[src/rtl/sum_bcd_display_pkg.sv]
`default_nettype none
// ============================================================================
// Module      : sum_bcd_display_pkg
// Description : Shared types and constants for the sum-to-BCD display stage:
//               FSM state type, conversion geometry, active-low 7-segment
//               codes and the per-digit add-3 helper used by the converter.
// Revision    : 1.0 - initial release
// ============================================================================
package sum_bcd_display_pkg;

    typedef enum logic [0:0] {
        IDLE = 1'b0,
        CONV = 1'b1
    } state_t;

    localparam int unsigned c_DIGITS = 3;
    localparam int unsigned c_IN_W   = 9;
    localparam int unsigned c_ITER   = 9;
    localparam int unsigned c_CNT_W  = 4;
    localparam int unsigned c_BCD_W  = 4 * c_DIGITS;

    // Segment order {g,f,e,d,c,b,a}; a 0 bit lights the segment.
    localparam logic [6:0] c_SEG_0     = 7'h40;
    localparam logic [6:0] c_SEG_1     = 7'h79;
    localparam logic [6:0] c_SEG_2     = 7'h24;
    localparam logic [6:0] c_SEG_3     = 7'h30;
    localparam logic [6:0] c_SEG_4     = 7'h19;
    localparam logic [6:0] c_SEG_5     = 7'h12;
    localparam logic [6:0] c_SEG_6     = 7'h02;
    localparam logic [6:0] c_SEG_7     = 7'h78;
    localparam logic [6:0] c_SEG_8     = 7'h00;
    localparam logic [6:0] c_SEG_9     = 7'h10;
    localparam logic [6:0] c_SEG_BLANK = 7'h7F;

    // Double-dabble correction: a digit of 5 or more would overflow past 9
    // after the next doubling, so pre-add 3 to carry it into the next digit.
    function automatic logic [3:0] add3_digit(input logic [3:0] i_d);
        return (i_d >= 4'd5) ? (i_d + 4'd3) : i_d;
    endfunction

endpackage
`default_nettype wire

[src/rtl/sum_bcd_display_seg7_decode.sv]
`default_nettype none
// ============================================================================
// Module      : seg7_decode
// Description : Combinational BCD digit to active-low 7-segment decoder.
//               Codes 10..15 map to a blank digit.
// Ports       : i_digit [3:0]  BCD digit
//               o_seg   [6:0]  {g,f,e,d,c,b,a}, active-low
// Revision    : 1.0 - initial release
// ============================================================================
module seg7_decode
    import sum_bcd_display_pkg::*;
(
    input  logic [3:0] i_digit,
    output logic [6:0] o_seg
);

    always_comb begin
        o_seg = c_SEG_BLANK;
        case (i_digit)
            4'd0:    o_seg = c_SEG_0;
            4'd1:    o_seg = c_SEG_1;
            4'd2:    o_seg = c_SEG_2;
            4'd3:    o_seg = c_SEG_3;
            4'd4:    o_seg = c_SEG_4;
            4'd5:    o_seg = c_SEG_5;
            4'd6:    o_seg = c_SEG_6;
            4'd7:    o_seg = c_SEG_7;
            4'd8:    o_seg = c_SEG_8;
            4'd9:    o_seg = c_SEG_9;
            default: o_seg = c_SEG_BLANK;
        endcase
    end

endmodule
`default_nettype wire

[src/rtl/sum_bcd_display.sv]
`default_nettype none
// ============================================================================
// Module      : sum_bcd_display
// Description : Converts a 9-bit binary sum into three BCD digits with a
//               sequential shift-add-3 engine (one bit per clock) and drives
//               three registered active-low 7-segment displays.
// Ports       : clk, reset      clock, synchronous active-high reset
//               value [8:0]     binary sum, captured when load is accepted
//               load            one-cycle conversion request (IDLE only)
//               busy            conversion in progress
//               done            one-cycle pulse, new digits valid
//               bcd [11:0]      {hundreds, tens, ones}
//               HEX2/HEX1/HEX0  hundreds/tens/ones segments, active-low
// Config      : SUM_DISPLAY_BLANK_EN - blank leading zeros on HEX2/HEX1
// Revision    : 1.0 - initial release
// ============================================================================
module sum_bcd_display
    import sum_bcd_display_pkg::*;
(
    input  logic                clk,
    input  logic                reset,
    input  logic [c_IN_W-1:0]   value,
    input  logic                load,
    output logic                busy,
    output logic                done,
    output logic [c_BCD_W-1:0]  bcd,
    output logic [6:0]          HEX2,
    output logic [6:0]          HEX1,
    output logic [6:0]          HEX0
);

    localparam logic [c_CNT_W-1:0] c_LAST = c_CNT_W'(c_ITER - 1);

`ifdef SUM_DISPLAY_BLANK_EN
    localparam logic [6:0] c_HEX_HI_RST = c_SEG_BLANK;
`else
    localparam logic [6:0] c_HEX_HI_RST = c_SEG_0;
`endif

    state_t               r_state;
    logic [c_IN_W-1:0]    r_shift;
    logic [c_BCD_W-1:0]   r_scratch;
    logic [c_CNT_W-1:0]   r_cnt;
    logic                 r_busy;
    logic                 r_done;
    logic [c_BCD_W-1:0]   r_bcd;
    logic [6:0]           r_hex2;
    logic [6:0]           r_hex1;
    logic [6:0]           r_hex0;

    logic [c_BCD_W-1:0]   w_adj;
    logic [c_BCD_W-1:0]   w_next_scratch;
    logic [c_IN_W-1:0]    w_next_shift;
    logic                 w_unused_msb;
    logic [6:0]           w_seg2;
    logic [6:0]           w_seg1;
    logic [6:0]           w_seg0;
    logic [6:0]           w_hex2;
    logic [6:0]           w_hex1;
    logic [6:0]           w_hex0;

    // One iteration: correct every digit, then shift {scratch, shift} left.
    assign w_adj = {add3_digit(r_scratch[11:8]),
                    add3_digit(r_scratch[7:4]),
                    add3_digit(r_scratch[3:0])};
    assign w_next_scratch = {w_adj[c_BCD_W-2:0], r_shift[c_IN_W-1]};
    assign w_next_shift   = {r_shift[c_IN_W-2:0], 1'b0};
    // The top scratch bit is always zero for inputs below 1000.
    assign w_unused_msb   = w_adj[c_BCD_W-1];

    // Decoders look at the post-iteration scratch so the final iteration and
    // the display update land on the same edge.
    seg7_decode u_dec2 (.i_digit(w_next_scratch[11:8]), .o_seg(w_seg2));
    seg7_decode u_dec1 (.i_digit(w_next_scratch[7:4]),  .o_seg(w_seg1));
    seg7_decode u_dec0 (.i_digit(w_next_scratch[3:0]),  .o_seg(w_seg0));

`ifdef SUM_DISPLAY_BLANK_EN
    logic w_blank2;
    logic w_blank1;
    assign w_blank2 = (w_next_scratch[11:8] == 4'd0);
    assign w_blank1 = w_blank2 && (w_next_scratch[7:4] == 4'd0);
    assign w_hex2   = w_blank2 ? c_SEG_BLANK : w_seg2;
    assign w_hex1   = w_blank1 ? c_SEG_BLANK : w_seg1;
`else
    assign w_hex2   = w_seg2;
    assign w_hex1   = w_seg1;
`endif
    assign w_hex0   = w_seg0;

    always_ff @(posedge clk) begin
        if (reset) begin
            r_state   <= IDLE;
            r_shift   <= '0;
            r_scratch <= '0;
            r_cnt     <= '0;
            r_busy    <= 1'b0;
            r_done    <= 1'b0;
            r_bcd     <= '0;
            r_hex2    <= c_HEX_HI_RST;
            r_hex1    <= c_HEX_HI_RST;
            r_hex0    <= c_SEG_0;
        end else begin
            r_done <= 1'b0;
            case (r_state)
                IDLE: begin
                    if (load) begin
                        r_shift   <= value;
                        r_scratch <= '0;
                        r_cnt     <= '0;
                        r_busy    <= 1'b1;
                        r_state   <= CONV;
                    end
                end
                CONV: begin
                    r_scratch <= w_next_scratch;
                    r_shift   <= w_next_shift;
                    r_cnt     <= r_cnt + 1'b1;
                    if (r_cnt == c_LAST) begin
                        r_bcd   <= w_next_scratch;
                        r_hex2  <= w_hex2;
                        r_hex1  <= w_hex1;
                        r_hex0  <= w_hex0;
                        r_done  <= 1'b1;
                        r_busy  <= 1'b0;
                        r_state <= IDLE;
                    end
                end
                default: r_state <= IDLE;
            endcase
        end
    end

    assign busy = r_busy;
    assign done = r_done;
    assign bcd  = r_bcd;
    assign HEX2 = r_hex2;
    assign HEX1 = r_hex1;
    assign HEX0 = r_hex0;

endmodule
`default_nettype wire
[config.mk]
export PLATFORM = sky130hd
export DESIGN_NAME = sum_bcd_display
export DESIGN_NICKNAME = d
export VERILOG_FILES = /design/src/rtl/sum_bcd_display_pkg.sv /design/src/rtl/sum_bcd_display_seg7_decode.sv /design/src/rtl/sum_bcd_display.sv
export SDC_FILE = /design/constraint.sdc
export NUM_CORES = 1
export LEC_CHECK = 0
export ABC_AREA = 1
export ABC_CLOCK_PERIOD_IN_PS = 2500
export CORE_MARGIN = 3
export CORE_UTILIZATION = 50
export DETAILED_ROUTE_END_ITERATION = 10
export PLACE_DENSITY = 0.75
export SLEW_MARGIN = 30
export SYNTH_ARGS = -nofsm -noshare
export SYNTH_HDL_FRONTEND = slang
export SYNTH_HIERARCHICAL = 1
export SYNTH_SLANG_ARGS = --single-unit
export TNS_END_PERCENT = 30
[constraint.sdc]
create_clock -name clk -period 2.5 [get_ports clk]
set_input_delay 0.25 -clock clk [delete_from_list [all_inputs] [get_ports clk]]
set_output_delay 0.25 -clock clk [all_outputs]
set_load 0.02 [all_outputs]
==> qor.csv <==
stage;metric;value;unit
clock_network;CTS resizes;0;
routing;Routed Antenna Nets;0;
timing;max frequency;451;MHz
yosys;Main synth FF type;dfxtp_1;
timing;Min Clock Period, post-route;2220;ps
clock_network;CTS Buf Count;9;
routing;Avg WL per Cell;11.5;um
pwr;Gate power share;5.4;%
setup_path;r2r setup slk;280;ps
routing;Vias;2911;
run_status;status;finished clean;
timing;Tightest Pin Transition;786;ps
timing;Rel. slew slack;47.6;%
yosys;Synth cell types;26;
routing;drt total wl;6780;um
setup_path;critical path class;reg -> reg;
clock_network;htree depth;3;
grt;Global Route Usage Sum;20.1;%
floorplanning;Starting Density;52.1;%
finish;nets@finish;545;
yosys;post-synthesis sequential area ratio;39.1;%
clock_network;Worst-Skew Late Latency;340;ps
finish;layout cells sized above 1;6.02;%
clock_network;TritonCTS clock tree;done;
clock_network;hold buffer count at cts;0;
setup_path;r2r worst-path depth;13;
finish;Area growth syn-to-layout;23.8;%
routing;Remaining DRCs;0;
floorplanning;# IOs;47;
placement;DP HPWL;4810;um
hold_path;Hold Crit Start;HEX0[2];
clock_network;Clk Tree Root Cell;clkbuf_8;
pwr;sequential share of power;47.1;%
pwr;Switching Share;22.1;%
flow_run;max cap viols;0;
floorplanning;Die X-Extent;85.0;um
yosys;Yosys warning count;6;
grt;vias in the first global route;2812;
yosys;Net Count, Synth;497;
setup_path;worst setup path start;r_scratch[4];
yosys;Synth async-reset ratio;0;%
timing;RSZ-0062 raised after global routing;false;
yosys;Synth Instances;462;
hold_path;Hold Crit Class;reg -> reg;
floorplanning;Die ar.;7230;sq um
floorplanning;core area;5990;sq um
timing;endpoints failing hold;0;
routing;Pre-antenna DRT Iters;4;
pwr;internal power;1.64;mW
pwr;Cell Pwr Density;545;nW/um^2
grt;grt ovf;0;
finish;n_diodes;0;
yosys;Cell Area, Synth;3120;sq um
grt;largest net degree at the start of global routing;26;
finish;final instance area;3870;sq um
placement;Area after DPL;3640;sq um
setup_path;Worst setup SP type;register;
setup_path;crit path max fanout;5;
setup_path;CP arrival;2460;ps
setup_path;R2R Path Start;r_scratch[4];
pwr;clock share of power;47.5;%
clock_network;clock-pin slew on the worst setup and hold paths;70;ps
yosys;Seq cells post-synth;61;
timing;Final setup violation count;0;
pwr;Max VDD drop;0.000350;V
timing;Tcrit/Tclk final;88.7;%
pwr;overall power;2.11;mW
routing;initial DRC count;108;
setup_path;Critical Path End;HEX2[3];
clock_network;total setup buffers inserted after CTS;0;
yosys;Post-synth EDFFs;0;
setup_path;Worst Path Required;2740;ps
setup_path;R2R Path End;HEX2[3];
floorplanning;row count;28;
timing;Clock Skew;7.14;ps
timing;post-route setup TNS;0;ps
setup_path;CP Capture Type;register;
yosys;Synth area leaders;dfxtp_1 39%, nand2_1 23%, ha_1 9.2%, inv_1 6.3%, nand3_1 5.6%;
yosys;Synth top area share;39.1;%
finish;FILL cells;547;
timing;Final Max Tran Viols;0;
grt;antenna violations before repair;0;
pwr;Psw;0.466;mW
placement;Placer Congestion;0.921;
pwr;LEAKAGE;1.89;nW
floorplanning;Chip Height;85.0;um
placement;PortBufs;46;
clock_network;Clock Path Buffers;2;
grt;first-pass GRT wire length;11900;um
clock_network;Sink Count;61;
yosys;syn_area_per_cell;6.76;sq um
yosys;post-synth top area cell;dfxtp_1;
routing;vias per cell;4.93;
## cell usage after synthesis, types with 3 or more instances
library cell,count
inv_1,52
inv_2,5
mux2i_1,3
a21oi_1,17
nand3_1,35
dfxtp_1,61
buf_4,3
nand2_1,194
ha_1,23
buf_2,8
nor2_1,18
nand4_1,6
o21ai_2,3
o21ai_0,18
## critical path, stage by stage, from the launching register on
cell and delay (ps):
dfxtp_1 410, inv_1 110, ha_1 200, inv_1 90
nand2_1 90, nand3_1 130, a21boi_1 320, inv_1 140
ha_1 300, nand2_1 70, nand3_1 100, nand2_1 50
nand2_1 70, nand2_1 50
## layout make-up
cell class                 instances  area, sq um  area share, %
clock buffer                      12          155           4.01
clock inverter                     4         70.1           1.81
inverter                          59          221           5.73
multi-input combinational        328         1610           41.6
sequential                        61         1220           31.6
tap                               75         93.8           2.43
timing repair buffer              51          498           12.9
## cell usage in the layout, fill, tap and decap left out, types with 5 or more instances in the layout
cell type and instances:
clkbuf_8 11, inv_2 5, dfxtp_1 61, inv_1 52, nand2_1 194, nand3_1 35, a21oi_1 17, ha_1 23
nand4_1 6, buf_4 5, clkdlybuf4s50_1 46, o21ai_0 18, nor2_1 17
## how the worst min path moves through the flow
stage	to	slack, ps	cells past startpoint
final	HEX0[2]	450	2
after floorplan	r_shift[0]	420	2
after detailed placement	bcd[10]	440	2
after CTS	bcd[10]	450	2
after global placement	HEX1[1]	440	2
after global routing	HEX0[2]	470	2
## registers in the layout, indices dropped and copies added (netlist names)
name,count
HEX1,7
r_scratch,12
bcd,12
HEX0,7
r_state,1
done,1
HEX2,7
r_cnt,4
busy,1
r_shift,9
## power by group through the flow
stage / logic, mW / clock network (mW) / registers (mW)
after floorplan: 0.0737 / 0 / 1.01
after global placement: 0.111 / 0 / 1.01
after detailed placement: 0.114 / 0 / 1.01
after CTS: 0.114 / 1.01 / 0.992
after global routing: 0.128 / 1.05 / 0.993
final: 0.114 / 1.00 / 0.992
## cell families after synthesis
group | count (synthesis) | share of synthesized area (%)
adders and majority gates | 23 | 9.21
AOI/OAI and AO/OA | 45 | 8.17
muxes | 3 | 0.962
and+or+nand+nor | 257 | 33.1
DFF | 61 | 39.1
buffers and inverters | 73 | 9.50
## per-stage QoR
stage               hold slack (ps)  setup WS (ps)  utilization (%)  cells
floorplan                       418            538                -    462
global placement                437            411             60.8    574
detailed placement              439            318             60.8    574
CTS                             453            298             64.6    590
global route                    467           45.2             64.6    590
finish                          450            281             64.6    590
## per-layer routing
layer / up-vias / GRT usage [%] / wire length (um)
li1: 1536 / - / -
met1: 1291 / 24.1 / 3180
met2: 73 / 34.7 / 3160
met3: 11 / 3.98 / 337
met4: 0 / 8.78 / 107
met5: - / 0 / 0
(Power assumes the default switching activity.)
==> edit (same flow settings) <==
Register the inputs `value` and `load` before use, with the module's reset. The logic sees them one clock later. Comments in the files are not updated.
--- a/src/rtl/sum_bcd_display.sv
+++ b/src/rtl/sum_bcd_display.sv
@@ -30,6 +30,19 @@
 );
 
     localparam logic [c_CNT_W-1:0] c_LAST = c_CNT_W'(c_ITER - 1);
+
+    logic [c_IN_W-1:0] value_q;
+    logic load_q;
+
+    always_ff @(posedge clk) begin
+        if (reset) begin
+            value_q <= '0;
+            load_q  <= '0;
+        end else begin
+            value_q <= value;
+            load_q  <= load;
+        end
+    end
 
 `ifdef SUM_DISPLAY_BLANK_EN
     localparam logic [6:0] c_HEX_HI_RST = c_SEG_BLANK;
@@ -103,8 +116,8 @@
             r_done <= 1'b0;
             case (r_state)
                 IDLE: begin
-                    if (load) begin
-                        r_shift   <= value;
+                    if (load_q) begin
+                        r_shift   <= value_q;
                         r_scratch <= '0;
                         r_cnt     <= '0;
                         r_busy    <= 1'b1;
Behaviour: not the same (Yosys sat finds a counterexample within 4 cycles, from zero or initial values and one cycle with reset high).
==> edit against the unedited design <==
Die area up 9.0%; non-clock buffer count down 1; synthesized area up 9.7%; maximum frequency up 2.7%; routed wire length up 2.6%; sequential cell count up 10; worst setup slack better by 0.058 ns; final area up 8.0%; total power up 13%; largest cell class unchanged; highest routed layer unchanged.
==> edit: results <==
[worst_hold_path]
holdCritPathClass = "primary input to flop"

[status]
outcome = "completed"

[synthesis]
post_synth.cell_area_avg_um2 = 7.046
ys_types = 27
postSynthNetCount = 521
synth_warnings = 6
post_synth_main_area_contributors = "dfxtp_1, nand2_1, ha_1, inv_1, nand3_1"
post_synth_most_frequent_cells = "nand2_1, dfxtp_1, inv_1"
post_synthesis_sequential_area_ratio = 0.4151

[routing]
detailedRoute.firstPassIterationCount = 4
drt_first_iter_violations = 131
post_drt_via_cell_ratio = 4.883
routed_wl_per_cell_um = 11.31

[clocking]
clock_insertion_delay_worst_skew_ns = 0.34
clk_transition_reported_paths_ns = 0.07

[power]
share_clk_of_total_power = 0.469
fin_total_pwr_uw = 2374
power.combinational.fraction = 0.043
static-leakage-power_uw = 0.002099
ir_worst_vdd_v = 0.0003346
internal_power_uw = 1872

[sta]
clock-skew-final_ns = 0.005536
transition_time_at_the_pin_with_the_least_slew_margin_ns = 0.5272

[worst_setup_path]
critical_path.max_stage_delay_ns = 0.39
timing.critical_path.arrival_ns = 2.39

[placed_design]
hpwl_um = 4886
final_weighted_congestion_of_routability_driven_global_placement = 0.8776
place_worst_setup_slack_ns = 0.4199
place_inst = 599
dpl-instance-area_mm2 = 0.003930

[grt]
globalRouteTotalUtil = 0.1906
vias_in_the_first_global_route = 2845
wire_length_of_the_first_global_routing_pass_um = 11950
pin_count_of_the_biggest_net_entering_global_routing = 31

[cells_and_area]
n_fill_cell = 575
finalNetCount = 568
post_route_cells_drive_above_1_share = 0.06877
layout_cells_excl_fill = 615
[edit: path summary, 6_finish.rpt]
path                                 to  slack [ns]                 startpoint  cells after the start
hold / removal    value_q[8]$_SDFF_PP0_        0.41                   value[8]                      3
setup reg to reg   HEX2[3]$_SDFFE_PP0P_        0.34  r_scratch[4]$_SDFFE_PP0P_                     13
hold reg to reg    HEX2[1]$_SDFFE_PP0P_        0.45       HEX2[1]$_SDFFE_PP0P_                      2
setup / recovery   HEX2[3]$_SDFFE_PP0P_        0.34  r_scratch[4]$_SDFFE_PP0P_                     13
[edit: cell families (layout without fill, tap and decap cells)]
family                     after synthesis  in the layout  share of synthesized area
AOI/OAI and AO/OA                       44             44                    0.07600
and+or+nand+nor                        268            268                     0.3237
DFF                                     71             71                     0.4151
muxes                                    2              2                   0.005846
adders and majority gates               23             23                    0.08403
buffers and inverters                   78            130                    0.09536
[edit: worst min-delay path: cells and delay by family]
family	cells	cell delay [ns]
buf+inv	2	0.44
simple gates	1	0.03
[edit: metal layers]
metal  part of all wire  up-vias  global-route usage
met5                  0        -                   0
met4              0.019        0             0.09890
met1               0.46     1304              0.2251
met2               0.47       82              0.3327
met3              0.049       16             0.02793
li1                   -     1601                   -
[edit: layout make-up]
cell class                 instances  area [um^2]  share of cell area
clock buffer                      10        137.6             0.03296
clock inverter                     6        107.6             0.02577
inverter                          64        245.2             0.05874
multi-input combinational        337         1677              0.4016
sequential                        71         1421              0.3404
tap                               77        96.34             0.02307
timing repair buffer              50        490.5              0.1175
